===== config.mk =====
export PLATFORM = sky130hd
export DESIGN_NAME = fetch_request_unit
export DESIGN_NICKNAME = d
export VERILOG_FILES = /design/src/rtl/cpu_types_pkg.sv /design/src/rtl/npc_calc.sv /design/src/rtl/fetch_request_unit.sv
export SDC_FILE = /design/constraint.sdc
export NUM_CORES = 1
export LEC_CHECK = 0
export ABC_AREA = 1
export CAP_MARGIN = 10
export CORE_ASPECT_RATIO = 0.7
export CORE_MARGIN = 4
export CORE_UTILIZATION = 30
export DETAILED_ROUTE_END_ITERATION = 7
export DONT_BUFFER_PORTS = 1
export PLACE_DENSITY = 0.55
export SLEW_MARGIN = 20
export SYNTH_ARGS = -nofsm -noshare
export SYNTH_HDL_FRONTEND = slang
export SYNTH_HIERARCHICAL = 1
export SYNTH_SLANG_ARGS = --single-unit

===== constraint.sdc =====
create_clock -name CLK -period 2.95 [get_ports CLK]
set_input_delay 0.295 -clock CLK [delete_from_list [all_inputs] [get_ports CLK]]
set_output_delay 0.295 -clock CLK [all_outputs]
set_load 0.02 [all_outputs]

===== src/rtl/cpu_types_pkg.sv =====
// Shared types for the single-cycle core: PC-select codes from the control unit
// and the fetch/request sequencer states.
package cpu_types_pkg;

  localparam int unsigned WORD_W = 32;

  typedef enum logic [2:0] {
    NEXT                = 3'd0,
    JUMP                = 3'd1,
    BRANCH_IF_EQUAL     = 3'd2,
    BRANCH_IF_NOT_EQUAL = 3'd3,
    JUMPREGISTER        = 3'd4,
    PC_HALT             = 3'd5
  } pcsel_t;

  typedef enum logic [1:0] {
    FETCH  = 2'd0,
    DATA   = 2'd1,
    HALTED = 2'd2
  } fru_state_t;

endpackage


===== src/rtl/npc_calc.sv =====
// Combinational next-PC selection: sequential, jump, jump-register and
// conditional branch targets, all modulo 2^32.
module npc_calc
  import cpu_types_pkg::*;
(
  input  logic [WORD_W-1:0] pc_i,
  input  logic [2:0]        pc_select_i,
  input  logic [WORD_W-1:0] jump_data_i,
  input  logic [WORD_W-1:0] immediate_i,
  input  logic [WORD_W-1:0] rdat1_i,
  input  logic              zero_i,
  output logic [WORD_W-1:0] pc_plus4_o,
  output logic [WORD_W-1:0] next_pc_o
);

  logic [WORD_W-1:0] branch_target;
  pcsel_t            sel;

  // Only the 26-bit target field of the jump word is meaningful here.
  logic unused_jump_bits;
  assign unused_jump_bits = ^jump_data_i[31:26];

  assign sel           = pcsel_t'(pc_select_i);
  assign pc_plus4_o    = pc_i + 32'd4;
  assign branch_target = pc_plus4_o + (immediate_i << 2);

  // NOTE: the default assignment ahead of the case keeps this block free of
  // inferred latches even for the unused pc_select encodings.
  always_comb begin
    next_pc_o = pc_i;
    case (sel)
      NEXT:                next_pc_o = pc_plus4_o;
      JUMP:                next_pc_o = {pc_plus4_o[31:28], jump_data_i[25:0], 2'b00};
      JUMPREGISTER:        next_pc_o = rdat1_i;
      BRANCH_IF_EQUAL:     next_pc_o = zero_i ? branch_target : pc_plus4_o;
      BRANCH_IF_NOT_EQUAL: next_pc_o = zero_i ? pc_plus4_o : branch_target;
      default:             next_pc_o = pc_i;
    endcase
  end

endmodule


===== src/rtl/fetch_request_unit.sv =====
// Program counter owner and cache-port sequencer: one instruction per ihit,
// loads/stores hold the PC until dhit, HALT latches until reset.
module fetch_request_unit
  import cpu_types_pkg::*;
#(
  parameter logic [31:0] PC_INIT = 32'h0000_0000
) (
  input  logic        CLK,
  input  logic        nRST,
  input  logic        ihit,
  input  logic        dhit,
  input  logic [2:0]  pc_select,
  input  logic [31:0] jump_data,
  input  logic [31:0] immediate,
  input  logic [31:0] rdat1,
  input  logic        zero,
  input  logic        dREN_in,
  input  logic        dWEN_in,
  input  logic        cpu_halt_in,
  output logic [31:0] imemaddr,
  output logic        imemREN,
  output logic        dmemREN,
  output logic        dmemWEN,
  output logic [31:0] pc_plus4,
  output logic        halt
);

  fru_state_t  state_q, state_d;
  logic [31:0] pc_q, pc_d;
  logic        dren_q, dren_d;
  logic        dwen_q, dwen_d;
  logic        halt_q, halt_d;
  logic [31:0] next_pc;

  npc_calc u_npc_calc (
    .pc_i        (pc_q),
    .pc_select_i (pc_select),
    .jump_data_i (jump_data),
    .immediate_i (immediate),
    .rdat1_i     (rdat1),
    .zero_i      (zero),
    .pc_plus4_o  (pc_plus4),
    .next_pc_o   (next_pc)
  );

  // NOTE: sequential state uses non-blocking assignments so every register
  // samples pre-edge values; the reset is asynchronous and active-high.
  always_ff @(posedge CLK or posedge nRST) begin
    if (nRST) begin
      state_q <= FETCH;
      pc_q    <= PC_INIT;
      dren_q  <= 1'b0;
      dwen_q  <= 1'b0;
      halt_q  <= 1'b0;
    end else begin
      state_q <= state_d;
      pc_q    <= pc_d;
      dren_q  <= dren_d;
      dwen_q  <= dwen_d;
      halt_q  <= halt_d;
    end
  end

  always_comb begin
    state_d = state_q;
    pc_d    = pc_q;
    dren_d  = dren_q;
    dwen_d  = dwen_q;
    halt_d  = halt_q;
    case (state_q)
      FETCH: begin
        if (ihit) begin
          if (cpu_halt_in) begin
            halt_d  = 1'b1;
            state_d = HALTED;
          end else if (dREN_in || dWEN_in) begin
            dren_d  = dREN_in;
            dwen_d  = dWEN_in;
            state_d = DATA;
          end else begin
            pc_d = next_pc;
          end
        end
      end
      // PC stays put so imemload, and therefore the decode, is stable until dhit.
      DATA: begin
        if (dhit) begin
          dren_d  = 1'b0;
          dwen_d  = 1'b0;
          pc_d    = next_pc;
          state_d = FETCH;
        end
      end
      HALTED: begin
        dren_d = 1'b0;
        dwen_d = 1'b0;
        halt_d = 1'b1;
      end
      default: state_d = FETCH;
    endcase
  end

  assign imemaddr = pc_q;
  assign imemREN  = (state_q == FETCH) && !nRST;
  assign dmemREN  = dren_q;
  assign dmemWEN  = dwen_q;
  assign halt     = halt_q;

endmodule


==> impl_metrics.csv <==
group,metric,value,unit
floorplanning,die_area,0.0221,mm^2
hold_path,min-delay-start,"cpu_halt_in",
finish,final_design_area_no_fill,0.00926,mm^2
global_route,grt_busiest_layer,"met2",
worst_setup_path,timing.reg2reg.worst_path_depth,18,
placed_design,detailed_place.area,0.00767,mm^2
hold_path,hold_path_class,"in2reg",
clocking,clock_slew_seen_by_the_registers_of_the_worst_setup_and_hold_paths,60,ps
routing,wl,28000,um
floorplanning,fp.coreArea,0.0191,mm^2
global_route,groute.usage.overall,23.8,%
worst_setup_path,crit_chain,"buf_6, inv_4, nor2_4, nand2_4, buf_4, nor3_4, xor2_2, ha_4, a21oi_4, o21ai_2, buf_4, a21oi_2, nand3_1, nand2_1, nand3_1, a21oi_2, nand3_1, nand2_1",
routing,drt_pass_1_iters,8,
worst_setup_path,crit_path_frequent_cell,"nand3_1",
placed_design,detailedPlacementHpwl,22100,um
global_route,grt_met3_usage,6.70,%
finish,final_cell_mix,"nand2_1 (268), buf_4 (232), inv_1 (125)",
sta,fin_skew,9.44,ps
routing,num_vias,7711,
floorplanning,placementRows,42,
worst_setup_path,worstPathArrival,3210,ps
finish,antenna_cells,0,
logic_synthesis,synthCells,1025,
routing,post_drt_antenna_nets,0,
power_and_ir_drop,static-leakage-power,4.59,nW
worst_setup_path,r2r_setup_slack,-30,ps
logic_synthesis,proportion_of_synthesized_chip_area_in_sequential_cells,15.7,%
global_route,global_route.usage.met1,35.0,%
floorplanning,initial_utilization,30.9,%
sta,final_period_minus_worst_setup_slack,2980,ps
clocking,worstSkewPairLatency,290,ps
global_route,grt_max_degree,34,
logic_synthesis,post_synth_instance_area,0.00591,mm^2
worst_setup_path,critical_path.slowest_cell,"dfrtp_2",
logic_synthesis,synth.ff_latch_count,37,
power_and_ir_drop,part_of_the_power_in_registers,11.6,%
power_and_ir_drop,switching_power,4.84,mW
logic_synthesis,synth-warning-count,6,
power_and_ir_drop,power.share.switching,52.8,%
global_route,gr-total-overflow,0,
routing,detail_route.iter0.violations,652,
global_route,grtUsageMet2,35.4,%
clocking,clk_path_buf_depth,2,
worst_setup_path,buffers_and_inverters_on_the_worst_path,4,
routing,wl_per_cell,18.5,um
worst_setup_path,cp_data_required_time,3180,ps
sta,final_period_utilization,101,%
worst_setup_path,critical_path.endpoint_type,"flop",
sta,final-hold-violation-count,0,
worst_setup_path,start_kind,"flop",
floorplanning,i_o_pins,175,
worst_setup_path,reg2reg_to,"imemaddr[24]$_DFFE_PP0P_",
global_route,grt_pass1_wl,41000,um
clocking,cts_max_level,2,
logic_synthesis,synth.lib_cells_used.distinct,51,
worst_setup_path,critical_path_class,"reg2reg",
sta,worst_margin_slew,700,ps
placed_design,numPortBuffers,0,
clocking,tritoncts.num_buffers,5,
sta,setup_repair_after_global_routing_missed_its_margin,"true",
power_and_ir_drop,clock_share_of_power,6.5,%
worst_setup_path,critPathTopFamily,"simple AND/OR/NAND/NOR gates",
sta,clock.fmax,336,MHz
sta,final.setup.worst_slack,-27.0,ps
worst_setup_path,critical_path.reg2reg.startpoint,"imemaddr[2]$_DFFE_PP0P_",
finish,drive_above_1_share,41.2,%
worst_setup_path,cp_slowest_stage_delay,420,ps
power_and_ir_drop,worst_ir_drop_vdd,648,uV
hold_path,hold_depth,3,
global_route,number_of_antenna_violations_at_the_first_check_in_global_routing,1,
worst_setup_path,crit_path_max_fanout,4,
sta,timing.slew.headroom,53.3,%
power_and_ir_drop,p_int,4.33,mW
clocking,tritoncts_num_sinks,37,
power_and_ir_drop,power_frac_comb,81.9,%
sta,slew_violations,0,
finish,final_util,48.4,%
logic_synthesis,dominantRegCellSynth,"dfrtp_1",
logic_synthesis,postSynthAreaPerCell,5.77,um^2
floorplanning,die_height,125,um
logic_synthesis,synth-edff-count,0,
routing,via_per_inst,5.10,
clocking,clock-root-buffer,"clkbuf_16",
routing,post-route-drc-count,0,
logic_synthesis,ys_async_sr_fraction,100,%
global_route,via_count_of_the_first_global_routing_pass,7061,
power_and_ir_drop,power_per_cell_area,991,mW/mm^2
logic_synthesis,synth_nets,1174,
hold_path,worst_hold_endpoint,"state_q[0]$_DFFE_PP0P_",
flow_run,max_cap_violations,0,
floorplanning,die_w,176,um
sta,setup_violations,5,
placed_design,gp_routability_congestion,0.950,
finish,area_growth,56.6,%
finish,leading_cell_type_in_the_layout_fill_and_taps_excluded,"nand2_1",
finish,fin_nets,1395,
run_status,violations,"setup timing",
run_status,outcome,"complete, but fails checks",
clocking,clock_tree_from_tritoncts,"built",
## synth_stat cells, types with 6 or more instances
library cell,n,share of area [%]
o21bai_1,7,0.89
xor2_1,10,1.5
clkbuf_1,8,0.51
a221oi_1,11,1.6
inv_1,144,9.1
nand2_1,331,21
nor2_1,99,6.3
nand3b_1,6,0.76
buf_4,9,1.1
dfrtp_1,37,16
a21oi_1,52,4.4
nand3_1,109,9.2
o21ai_0,37,3.1
nand2_2,19,2.0
nand4_1,16,1.7
nor3_1,11,0.93
ha_1,41,8.7
nor2_4,6,1.1
## final cells by class
cell class	instances	area, um^2
Inverter	148	563
Tap cell	264	330
Sequential cell	37	932
Multi-Input combinational cell	815	5460
Timing Repair Buffer	239	1820
Clock inverter	1	5.00
Clock buffer	7	153
Fill cell	2033	9870
## repair_timing
item                                    CTS  global route
endpoints found under the hold margin     0            17
setup buffers                             7            23
hold buffers                              0             1
resized for setup                        71           202
cloned                                    0             0
pin swaps                                23            98
endpoints found under the setup margin   21            23
## worst register-to-register path: stages (launching register included)
cell	delay (ps)
dfrtp_2	420
buf_6	130
inv_4	30
nor2_4	190
nand2_4	110
buf_4	170
nor3_4	250
xor2_2	270
ha_4	280
a21oi_4	150
o21ai_2	90
buf_4	140
a21oi_2	110
nand3_1	90
nand2_1	60
nand3_1	110
a21oi_2	160
nand3_1	80
nand2_1	80
## cell families (layout without fill, tap and decap cells)
| family | after synthesis | in the layout | synth area share, % |
|---|---|---|---|
| xor+xnor | 17 | 17 | 2.77 |
| fa+ha+maj | 42 | 42 | 9.01 |
| buf+inv | 173 | 395 | 12.3 |
| simple gates | 620 | 620 | 46.4 |
| flops | 37 | 37 | 15.7 |
| compound gates | 136 | 136 | 13.9 |
## power by group through the flow
stage | combinational [mW] | sequential [mW] | clock, mW
after detailed placement | 5.93 | 1.06 | 0
after global placement | 5.91 | 1.06 | 0
after floorplan | 3.07 | 1.31 | 0
after global routing | 8.12 | 1.10 | 0.617
after CTS | 6.31 | 1.05 | 0.598
final | 7.52 | 1.07 | 0.592
## stage by stage
stage / setup TNS (ps) / std cells / hold WS, ps / setup slack, ps / power (mW)
after floorplan: 0 / 1025 / 475 / 52.9 / 4.38
after global placement: -1790 / 1472 / 507 / -182 / 6.97
after detailed placement: -1950 / 1472 / 496 / -196 / 6.99
after CTS: -25.2 / 1487 / 200 / -10.0 / 7.96
after global routing: -2320 / 1511 / 206 / -180 / 9.84
final: -63.9 / 1511 / 207 / -27.0 / 9.17
## routing by layer
| metal | vias up | part of all wire (%) |
|---|---|---|
| li1 | 3744 | - |
| met1 | 3565 | 44 |
| met2 | 367 | 43 |
| met3 | 33 | 11 |
| met4 | 2 | 1.6 |
| met5 | - | 0.061 |
## worst max-delay path by stage
stage | from | end | slack [ps] | cells past startpoint
floorplan | imemaddr[7]$_DFFE_PP0P_ | imemaddr[31]$_DFFE_PP0P_ | 50 | 22
global placement | imemaddr[4]$_DFFE_PP0P_ | imemaddr[30]$_DFFE_PP0P_ | -180 | 19
detailed placement | imemaddr[4]$_DFFE_PP0P_ | imemaddr[28]$_DFFE_PP0P_ | -200 | 18
CTS | imemaddr[2]$_DFFE_PP0P_ | imemaddr[29]$_DFFE_PP0P_ | -10 | 19
global route | imemaddr[2]$_DFFE_PP0P_ | imemaddr[30]$_DFFE_PP0P_ | -180 | 19
finish | imemaddr[2]$_DFFE_PP0P_ | imemaddr[24]$_DFFE_PP0P_ | -30 | 18
## sequential cells by signal (all words and copies together), names as in the netlist
register / cells
state_q: 2
imemaddr: 32
halt: 1
dmemREN: 1
dmemWEN: 1
(Power assumes the default switching activity.)
